--- config.mk ---
export PLATFORM = sky130hd
export DESIGN_NAME = adc_code_filter
export DESIGN_NICKNAME = d
export VERILOG_FILES = /design/src/rtl/adc_code_filter.sv
export SDC_FILE = /design/constraint.sdc
export NUM_CORES = 1
export LEC_CHECK = 0
export BUFFER_PORTS_ARGS = -buffer_cell sky130_fd_sc_hd__buf_2
export CORE_MARGIN = 4
export CORE_UTILIZATION = 40
export CTS_BUF_LIST = sky130_fd_sc_hd__clkbuf_16
export CTS_CLUSTER_DIAMETER = 200
export DETAILED_ROUTE_END_ITERATION = 16
export HOLD_SLACK_MARGIN = 0.15
export PLACE_DENSITY = 0.56
export SYNTH_ARGS = -nofsm -noshare
export SYNTH_HDL_FRONTEND = slang
export SYNTH_SLANG_ARGS = --single-unit
--- constraint.sdc ---
create_clock -name clk -period 12.33 [get_ports clk]
set_input_delay 1.233 -clock clk [delete_from_list [all_inputs] [get_ports clk]]
set_output_delay 1.233 -clock clk [all_outputs]
set_load 0.02 [all_outputs]
--- src/rtl/adc_code_filter.sv ---
// ADC sample filter: averages windows of 2^AVG_LOG2 samples, scales each average to 0..CODE_MAX
// and only commits a new output code once it has been seen for STABLE_N consecutive windows.
module adc_code_filter #(
   parameter int ADC_W    = 12,
   parameter int CODE_MAX = 100,
   parameter int CODE_W   = 7,
   parameter int AVG_LOG2 = 2,
   parameter int STABLE_N = 3
) (
   input  logic              clk,
   input  logic              rst,
   input  logic              adc_valid,
   input  logic [ADC_W-1:0]  adc_data,
   output logic [CODE_W-1:0] code,
   output logic              code_valid,
   output logic              code_changed
);

   localparam int SUM_W  = ADC_W + AVG_LOG2;
   localparam int CNT_W  = (AVG_LOG2 > 0) ? AVG_LOG2 : 1;
   localparam int MUL_W  = $clog2(CODE_MAX + 2);
   localparam int PROD_W = ADC_W + MUL_W;
   localparam logic [MUL_W-1:0] SCALE    = MUL_W'(CODE_MAX + 1);
   localparam logic [CNT_W-1:0] LAST_CNT = CNT_W'((1 << AVG_LOG2) - 1);
   localparam logic [3:0]       STABLE   = 4'(STABLE_N);

   typedef enum logic {PRIME = 1'b0, TRACK = 1'b1} state_t;

   logic [SUM_W-1:0]  sum_q, sum_d, sum_full_s;
   logic [CNT_W-1:0]  smp_cnt_q, smp_cnt_d;
   logic [ADC_W-1:0]  avg_s;
   logic [PROD_W-1:0] prod_s;
   logic [CODE_W-1:0] cand_q, cand_d;
   logic              cand_vld_q, cand_vld_d;
   state_t            state_q, state_d;
   logic [CODE_W-1:0] code_q, code_d, pend_q, pend_d;
   logic [3:0]        stab_cnt_q, stab_cnt_d;
   logic              code_valid_q, code_valid_d, code_changed_q, code_changed_d;

   // Stage 1: accumulate accepted samples; the closing sample is folded in directly
   always_comb begin
      sum_full_s = sum_q + SUM_W'(adc_data);
      avg_s      = ADC_W'(sum_full_s >> AVG_LOG2);
      prod_s     = PROD_W'(avg_s) * PROD_W'(SCALE);
      sum_d      = sum_q;
      smp_cnt_d  = smp_cnt_q;
      cand_d     = cand_q;
      cand_vld_d = 1'b0;
      if (adc_valid) begin
         if (smp_cnt_q == LAST_CNT) begin
            sum_d      = '0;
            smp_cnt_d  = '0;
            cand_d     = CODE_W'(prod_s >> ADC_W);
            cand_vld_d = 1'b1;
         end else begin
            sum_d     = sum_full_s;
            smp_cnt_d = smp_cnt_q + CNT_W'(1);
         end
      end else begin
         sum_d     = sum_q;
         smp_cnt_d = smp_cnt_q;
      end
   end

   // Commit FSM state register
   always_ff @(posedge clk) begin
      if (rst) begin
         state_q <= PRIME;
      end else begin
         state_q <= state_d;
      end
   end

   // Commit FSM next state: leave PRIME on the first candidate
   always_comb begin
      state_d = state_q;
      case (state_q)
         PRIME:   state_d = cand_vld_q ? TRACK : PRIME;
         TRACK:   state_d = TRACK;
         default: state_d = PRIME;
      endcase
   end

   // Commit FSM outputs: pend/stab_cnt track a run of identical candidates differing from code
   always_comb begin
      code_d         = code_q;
      pend_d         = pend_q;
      stab_cnt_d     = stab_cnt_q;
      code_valid_d   = cand_vld_q;
      code_changed_d = 1'b0;
      case (state_q)
         PRIME: begin
            if (cand_vld_q) begin
               code_d         = cand_q;
               pend_d         = cand_q;
               stab_cnt_d     = 4'd0;
               code_changed_d = 1'b1;
            end else begin
               code_changed_d = 1'b0;
            end
         end
         TRACK: begin
            if (!cand_vld_q) begin
               code_changed_d = 1'b0;
            end else if (cand_q == code_q) begin
               stab_cnt_d = 4'd0;
               pend_d     = cand_q;
            end else if (cand_q == pend_q) begin
               if (stab_cnt_q + 4'd1 == STABLE) begin
                  code_d         = cand_q;
                  stab_cnt_d     = 4'd0;
                  code_changed_d = 1'b1;
               end else begin
                  stab_cnt_d = stab_cnt_q + 4'd1;
               end
            end else begin
               pend_d = cand_q;
               if (STABLE == 4'd1) begin
                  code_d         = cand_q;
                  stab_cnt_d     = 4'd0;
                  code_changed_d = 1'b1;
               end else begin
                  stab_cnt_d = 4'd1;
               end
            end
         end
         default: begin
            code_valid_d = 1'b0;
         end
      endcase
   end

   // Datapath and output registers
   always_ff @(posedge clk) begin
      if (rst) begin
         sum_q          <= '0;
         smp_cnt_q      <= '0;
         cand_q         <= '0;
         cand_vld_q     <= 1'b0;
         code_q         <= '0;
         pend_q         <= '0;
         stab_cnt_q     <= 4'd0;
         code_valid_q   <= 1'b0;
         code_changed_q <= 1'b0;
      end else begin
         sum_q          <= sum_d;
         smp_cnt_q      <= smp_cnt_d;
         cand_q         <= cand_d;
         cand_vld_q     <= cand_vld_d;
         code_q         <= code_d;
         pend_q         <= pend_d;
         stab_cnt_q     <= stab_cnt_d;
         code_valid_q   <= code_valid_d;
         code_changed_q <= code_changed_d;
      end
   end

   assign code         = code_q;
   assign code_valid   = code_valid_q;
   assign code_changed = code_changed_q;

endmodule

======== Word-level counts from Yosys, hierarchy flattened ========
Cells that the tools add are included.
operators by class
  mux-type cells .......................... 26
  eq/ne operators ......................... 10
  bitwise operators ....................... 2
  $add $sub $neg .......................... 3
  reduce and logical (&&, ||, !) cells .... 5
  multipliers ............................. 1
operators by type and width
  kind                   number
  $mux 7                 8
  $pmux 7 s2             2
  $mux 4                 5
  $mul 12x7->19 const B  1
  $add 14x12->14         1
  $eq 7x7->1             2
  $mux 14                1
  $pmux 4 s2             1
  $mux 1                 6
  $ne 2x2->1 const B     3
  $reduce_and 5->1       1
  $add 4x1->4 const B    1
  $eq 4x2->1 const B     1
  $ne 2x1->1 const B     2
  $pmux 1 s2             2
  $reduce_and 2->1       2
  $ne 3x3->1 const B     1
  $reduce_and 3->1       1
  $add 2x1->2 const B    1
  $eq 2x2->1 const B     1
  $mux 2                 1
  $not 1->1              2
  $reduce_or 2->1        1
storage, ports and cells
  register bits after elaboration ......... 45
  bits of input ports ..................... 15
  word-level logic and storage cells ...... 57
  output and inout bits ................... 9

======== Logic depth before layout (Yosys ltp) ========
  depth after elaboration ................. 7
  mapped depth ............................ 23
  gate-level depth less buffers ........... 23

======== Worst setup path before layout ========
Ideal clock, no wire load.
  path type ............................... input-to-reg
  from .................................... in adc_data[0]
  to ...................................... reg cand_q[6]
  cell stages on the path ................. 21
  data required time ...................... 12213 ps
  arrival ................................. 5894 ps
  buffers on the path ..................... 0
  path slack .............................. 6319 ps
  library setup time ...................... 117 ps
  cells stage by stage .................... ha_1 fa_1 a211oi_2 o21bai_1 a31o_2 a41o_2 xor2_1 ha_1 inv_1 fa_1 inv_1 ha_1 ha_1 ha_1 o21a_1 o21ai_1 nand2b_1 a31o_2 a221oi_2 xnor2_1 a22o_1
between the ends
  cells in the longest elaborated chain, start to end .. 2
RTL lines
  what                  RTL line  text
  start, declared       13        input logic [ADC_W-1:0] adc_data,
  $add 14x12->14        42        sum_full_s = sum_q + SUM_W'(adc_data);
  $mul 12x7->19         44        prod_s = PROD_W'(avg_s) * PROD_W'(SCALE);
  end signal, assigned  148       cand_q <= cand_d;
  end, declared         33        logic [CODE_W-1:0] cand_q, cand_d;
No other way between the ends.
A chain may end at the register's enable or synchronous reset.

======== Worst setup path in the final report ========
Same ends and word-level chain as after synthesis.

==> flow_metrics.py <==
metrics = {
    "hold_path": {
        "hold_path.startpoint": "sum_q[8]$_SDFFE_PP0P_",
        "hold_path_class": "register to register",
    },
    "cts": {
        "clkTransAtPathRegs_ns": 0.06,
        "holdBufCountCts": 0,
        "cts_buffers": 5,
        "cts_max_level": 2,
        "worstSkewPairLatency_ns": 0.28,
        "cts-resized-gates": 0,
        "cts_tree": "yes",
        "ctsRootBufferMaster": "sky130_fd_sc_hd__clkbuf_16",
        "clk_path_buf_depth": 2,
        "buffer_count_from_post_cts_setup_fixing": 0,
        "clock_sink_count": 45,
    },
    "synthesis": {
        "synth-seq-cells": 45,
        "number_of_instances_in_the_synthesized_netlist": 421,
        "post_synth_instance_area_um2": 3820,
        "ys_dominant_reg_cell": "sky130_fd_sc_hd__dfxtp_1",
        "synth.yosys.warnings": 0,
        "post_synth_edffs": 0,
        "async_reset_ff_share_pct": 0,
        "netlist-cell-type-count": 50,
        "synthesis.area_per_instance_um2": 9.07,
        "syn-num-nets": 516,
        "yosysSeqAreaShare_pct": 23.6,
    },
    "sta": {
        "setup-violations-final": 0,
        "fin_setup_tns_ns": 0,
        "timing_worst_slew_pin_value_ns": 0.770,
        "fmax_ghz": 0.163,
        "setup_slack_ns": 6.18,
        "grt_setup_unrepaired": "false",
        "slew_viol_final": 0,
        "finalHoldViolCount": 0,
        "slew_headroom_pct": 48.7,
        "final_min_period_over_clock_period_pct": 49.9,
        "worst_clock_skew_ns": 0.00313,
        "post-route-min-period_ns": 6.15,
    },
    "global_route": {
        "grt_util_all_layers_pct": 13.5,
        "pin_count_of_the_biggest_net_entering_global_routing": 41,
        "grt_first_pass_wirelength_mm": 12.6,
        "first_global_vias": 2743,
        "grt_antenna_before_repair": 0,
        "grt-ovfl-total": 0,
    },
    "placed_design": {
        "buffer_ports.inserted": 23,
        "pre_cts_ws_ns": 5.87,
        "dpl.hpwl_mm": 6.09,
        "routabilityCongestion": 0.818,
    },
    "floorplan": {
        "floorplan.die_area_um2": 11200,
        "die_height_um": 106,
        "io_pins": 24,
        "chipWidth_um": 106,
        "design.core.area_um2": 9280,
        "rows": 35,
        "initial_utilization_pct": 41.1,
    },
    "route": {
        "detail_route.wl_per_cell_um": 13.0,
        "dr.first_iter.drc_count": 94,
        "drt_wl_total_mm": 7.47,
        "postRouteAntennaNets": 0,
        "drt-vias-per-instance": 5.17,
        "drc_errors": 0,
        "dr_total_vias": 2964,
        "drtPass1Iterations": 4,
    },
    "cells_and_area": {
        "antenna-diode-count": 0,
        "final_core_utilization_pct": 45.5,
        "drive_above_1_share_pct": 9.46,
        "most-common-layout-cells": "sky130_fd_sc_hd__ha_1, sky130_fd_sc_hd__inv_1, sky130_fd_sc_hd__dfxtp_1",
        "leading_cell_type_in_the_layout_fill_and_taps_excluded": "sky130_fd_sc_hd__ha_1",
        "final.fill_count": 945,
        "nets": 539,
        "synthToLayoutAreaGrowth_pct": 10.8,
    },
    "power_and_ir_drop": {
        "max-vdd-ir-drop_uv": 324,
        "leakage_nw": 2.13,
        "power-per-cell-area_nw_per_um2": 290,
    },
    "worst_setup_path": {
        "startpoint": "adc_data[0]",
        "r2r_start": "sum_q[0]$_SDFFE_PP0P_",
        "critical_path_peak_fanout": 5,
        "required_time_at_the_endpoint_of_the_critical_path_ns": 12.51,
        "critPathKind": "input pin to register",
        "worst_setup_path_start_kind": "input pin",
        "worst_ep_arrival_time_ns": 6.33,
        "worst_setup_path_end_kind": "register",
    },
    "run": {
        "max_cap_viol_count": 0,
    },
    "run_status": {
        "outcome": "finished, final reports clean",
    },
}
[area by class of cell]
class | count | area, µm² | area share (%)
clock buffers | 5 | 125 | 2.96
clock inverters | 2 | 35.0 | 0.829
inverters | 49 | 184 | 4.35
multi-input cells | 320 | 2710 | 64.0
flip-flops and latches | 45 | 901 | 21.3
well taps | 129 | 161 | 3.82
repair buffers | 23 | 115 | 2.72
[layer usage]
layer	GRT usage [%]	part of all wire, %	vias to the layer above
li1	-	-	1515
met3	1.65	2.5	7
met5	0	0	-
met1	18.7	50	1401
met2	22.1	46	41
met4	3.89	1.2	0
[report_power, final]
group	switching (mW)	internal, mW
Clock	0.0544	0.0941
Sequential	0.00679	0.153
Combinational	0.529	0.389
Total	0.590	0.637
[final timing paths]
path	end	slack [ns]	cells after the start
worst max-delay path	cand_q[6]$_SDFFE_PP0P_	6.18	22
worst min-delay path	sum_q[8]$_SDFFE_PP0P_	0.48	2
worst max register to register	cand_q[6]$_SDFFE_PP0P_	6.93	21
worst min register to register	sum_q[8]$_SDFFE_PP0P_	0.48	2
[Yosys cell counts (2+ instances only)]
cell type / number / area share, %
sky130_fd_sc_hd__a22oi_1: 2 / 0.39
sky130_fd_sc_hd__a31o_2: 2 / 0.46
sky130_fd_sc_hd__a21oi_1: 27 / 3.5
sky130_fd_sc_hd__a21o_1: 10 / 2.0
sky130_fd_sc_hd__o21a_1: 2 / 0.39
sky130_fd_sc_hd__nor2b_1: 9 / 1.5
sky130_fd_sc_hd__mux2i_1: 18 / 4.7
sky130_fd_sc_hd__nand4_1: 5 / 0.82
sky130_fd_sc_hd__o21ai_0: 10 / 1.3
sky130_fd_sc_hd__a22o_1: 6 / 1.4
sky130_fd_sc_hd__o21bai_1: 2 / 0.39
sky130_fd_sc_hd__and3_1: 3 / 0.49
sky130_fd_sc_hd__xnor2_1: 24 / 5.5
sky130_fd_sc_hd__and2_1: 2 / 0.33
sky130_fd_sc_hd__nand3_1: 3 / 0.39
sky130_fd_sc_hd__nand2b_1: 7 / 1.1
sky130_fd_sc_hd__nand2_1: 13 / 1.3
sky130_fd_sc_hd__a31oi_1: 5 / 0.82
sky130_fd_sc_hd__dfxtp_1: 45 / 24
sky130_fd_sc_hd__xor2_1: 16 / 3.7
sky130_fd_sc_hd__or2_2: 2 / 0.33
sky130_fd_sc_hd__o32ai_1: 5 / 1.1
sky130_fd_sc_hd__nor3_1: 2 / 0.26
sky130_fd_sc_hd__nor4_1: 2 / 0.33
sky130_fd_sc_hd__inv_1: 49 / 4.8
sky130_fd_sc_hd__nor2_1: 37 / 3.6
sky130_fd_sc_hd__o31ai_1: 3 / 0.59
sky130_fd_sc_hd__buf_1: 3 / 0.29
sky130_fd_sc_hd__ha_1: 70 / 23
sky130_fd_sc_hd__clkbuf_1: 4 / 0.39
sky130_fd_sc_hd__nand3b_1: 5 / 0.98
sky130_fd_sc_hd__fa_1: 10 / 5.2
[logic make-up (layout without fill, tap and decap cells)]
logic type      after synthesis  after routing  synth area share, %
fa+ha+maj                    80             80                 28.2
mux                          18             18                 4.72
simple gates                 94             94                 12.4
compound gates               88             88                 16.4
xor+xnor                     40             40                 9.18
flops                        45             45                 23.6
buf+inv                      56             79                 5.51
[flip-flops by register name, summed over array words and instances (netlist names)]
name,flops
cand_q,7
cand_vld_q,1
code,7
code_changed,1
code_valid,1
pend_q,7
smp_cnt_q,2
stab_cnt_q,4
state_q,1
sum_q,14
[stage by stage]
stage          instances  area (µm²)  hold slack, ns  total power [mW]
2_1_floorplan        421        3820           0.450             0.905
3_3_place_gp         566        4070           0.469              1.09
3_5_place_dp         566        4070           0.472              1.09
6_report             573        4230           0.480              1.23
4_1_cts              573        4230           0.481              1.24
5_1_grt              573        4230           0.504              1.39
[worst max-delay path: stages]
cell,delay [ns]
sky130_fd_sc_hd__buf_2,0.10
sky130_fd_sc_hd__ha_1,0.21
sky130_fd_sc_hd__fa_1,0.42
sky130_fd_sc_hd__a211oi_2,0.27
sky130_fd_sc_hd__o21bai_1,0.13
sky130_fd_sc_hd__a31o_2,0.27
sky130_fd_sc_hd__a41o_2,0.33
sky130_fd_sc_hd__xor2_1,0.35
sky130_fd_sc_hd__ha_1,0.30
sky130_fd_sc_hd__inv_1,0.07
sky130_fd_sc_hd__fa_1,0.41
sky130_fd_sc_hd__inv_1,0.07
sky130_fd_sc_hd__ha_1,0.22
sky130_fd_sc_hd__ha_1,0.29
sky130_fd_sc_hd__ha_1,0.37
sky130_fd_sc_hd__o21a_1,0.21
sky130_fd_sc_hd__o21ai_1,0.13
sky130_fd_sc_hd__nand2b_1,0.11
sky130_fd_sc_hd__a31o_2,0.28
sky130_fd_sc_hd__a221oi_2,0.28
sky130_fd_sc_hd__xnor2_1,0.10
sky130_fd_sc_hd__a22o_1,0.18
Power figures use the tool's default switching activity.
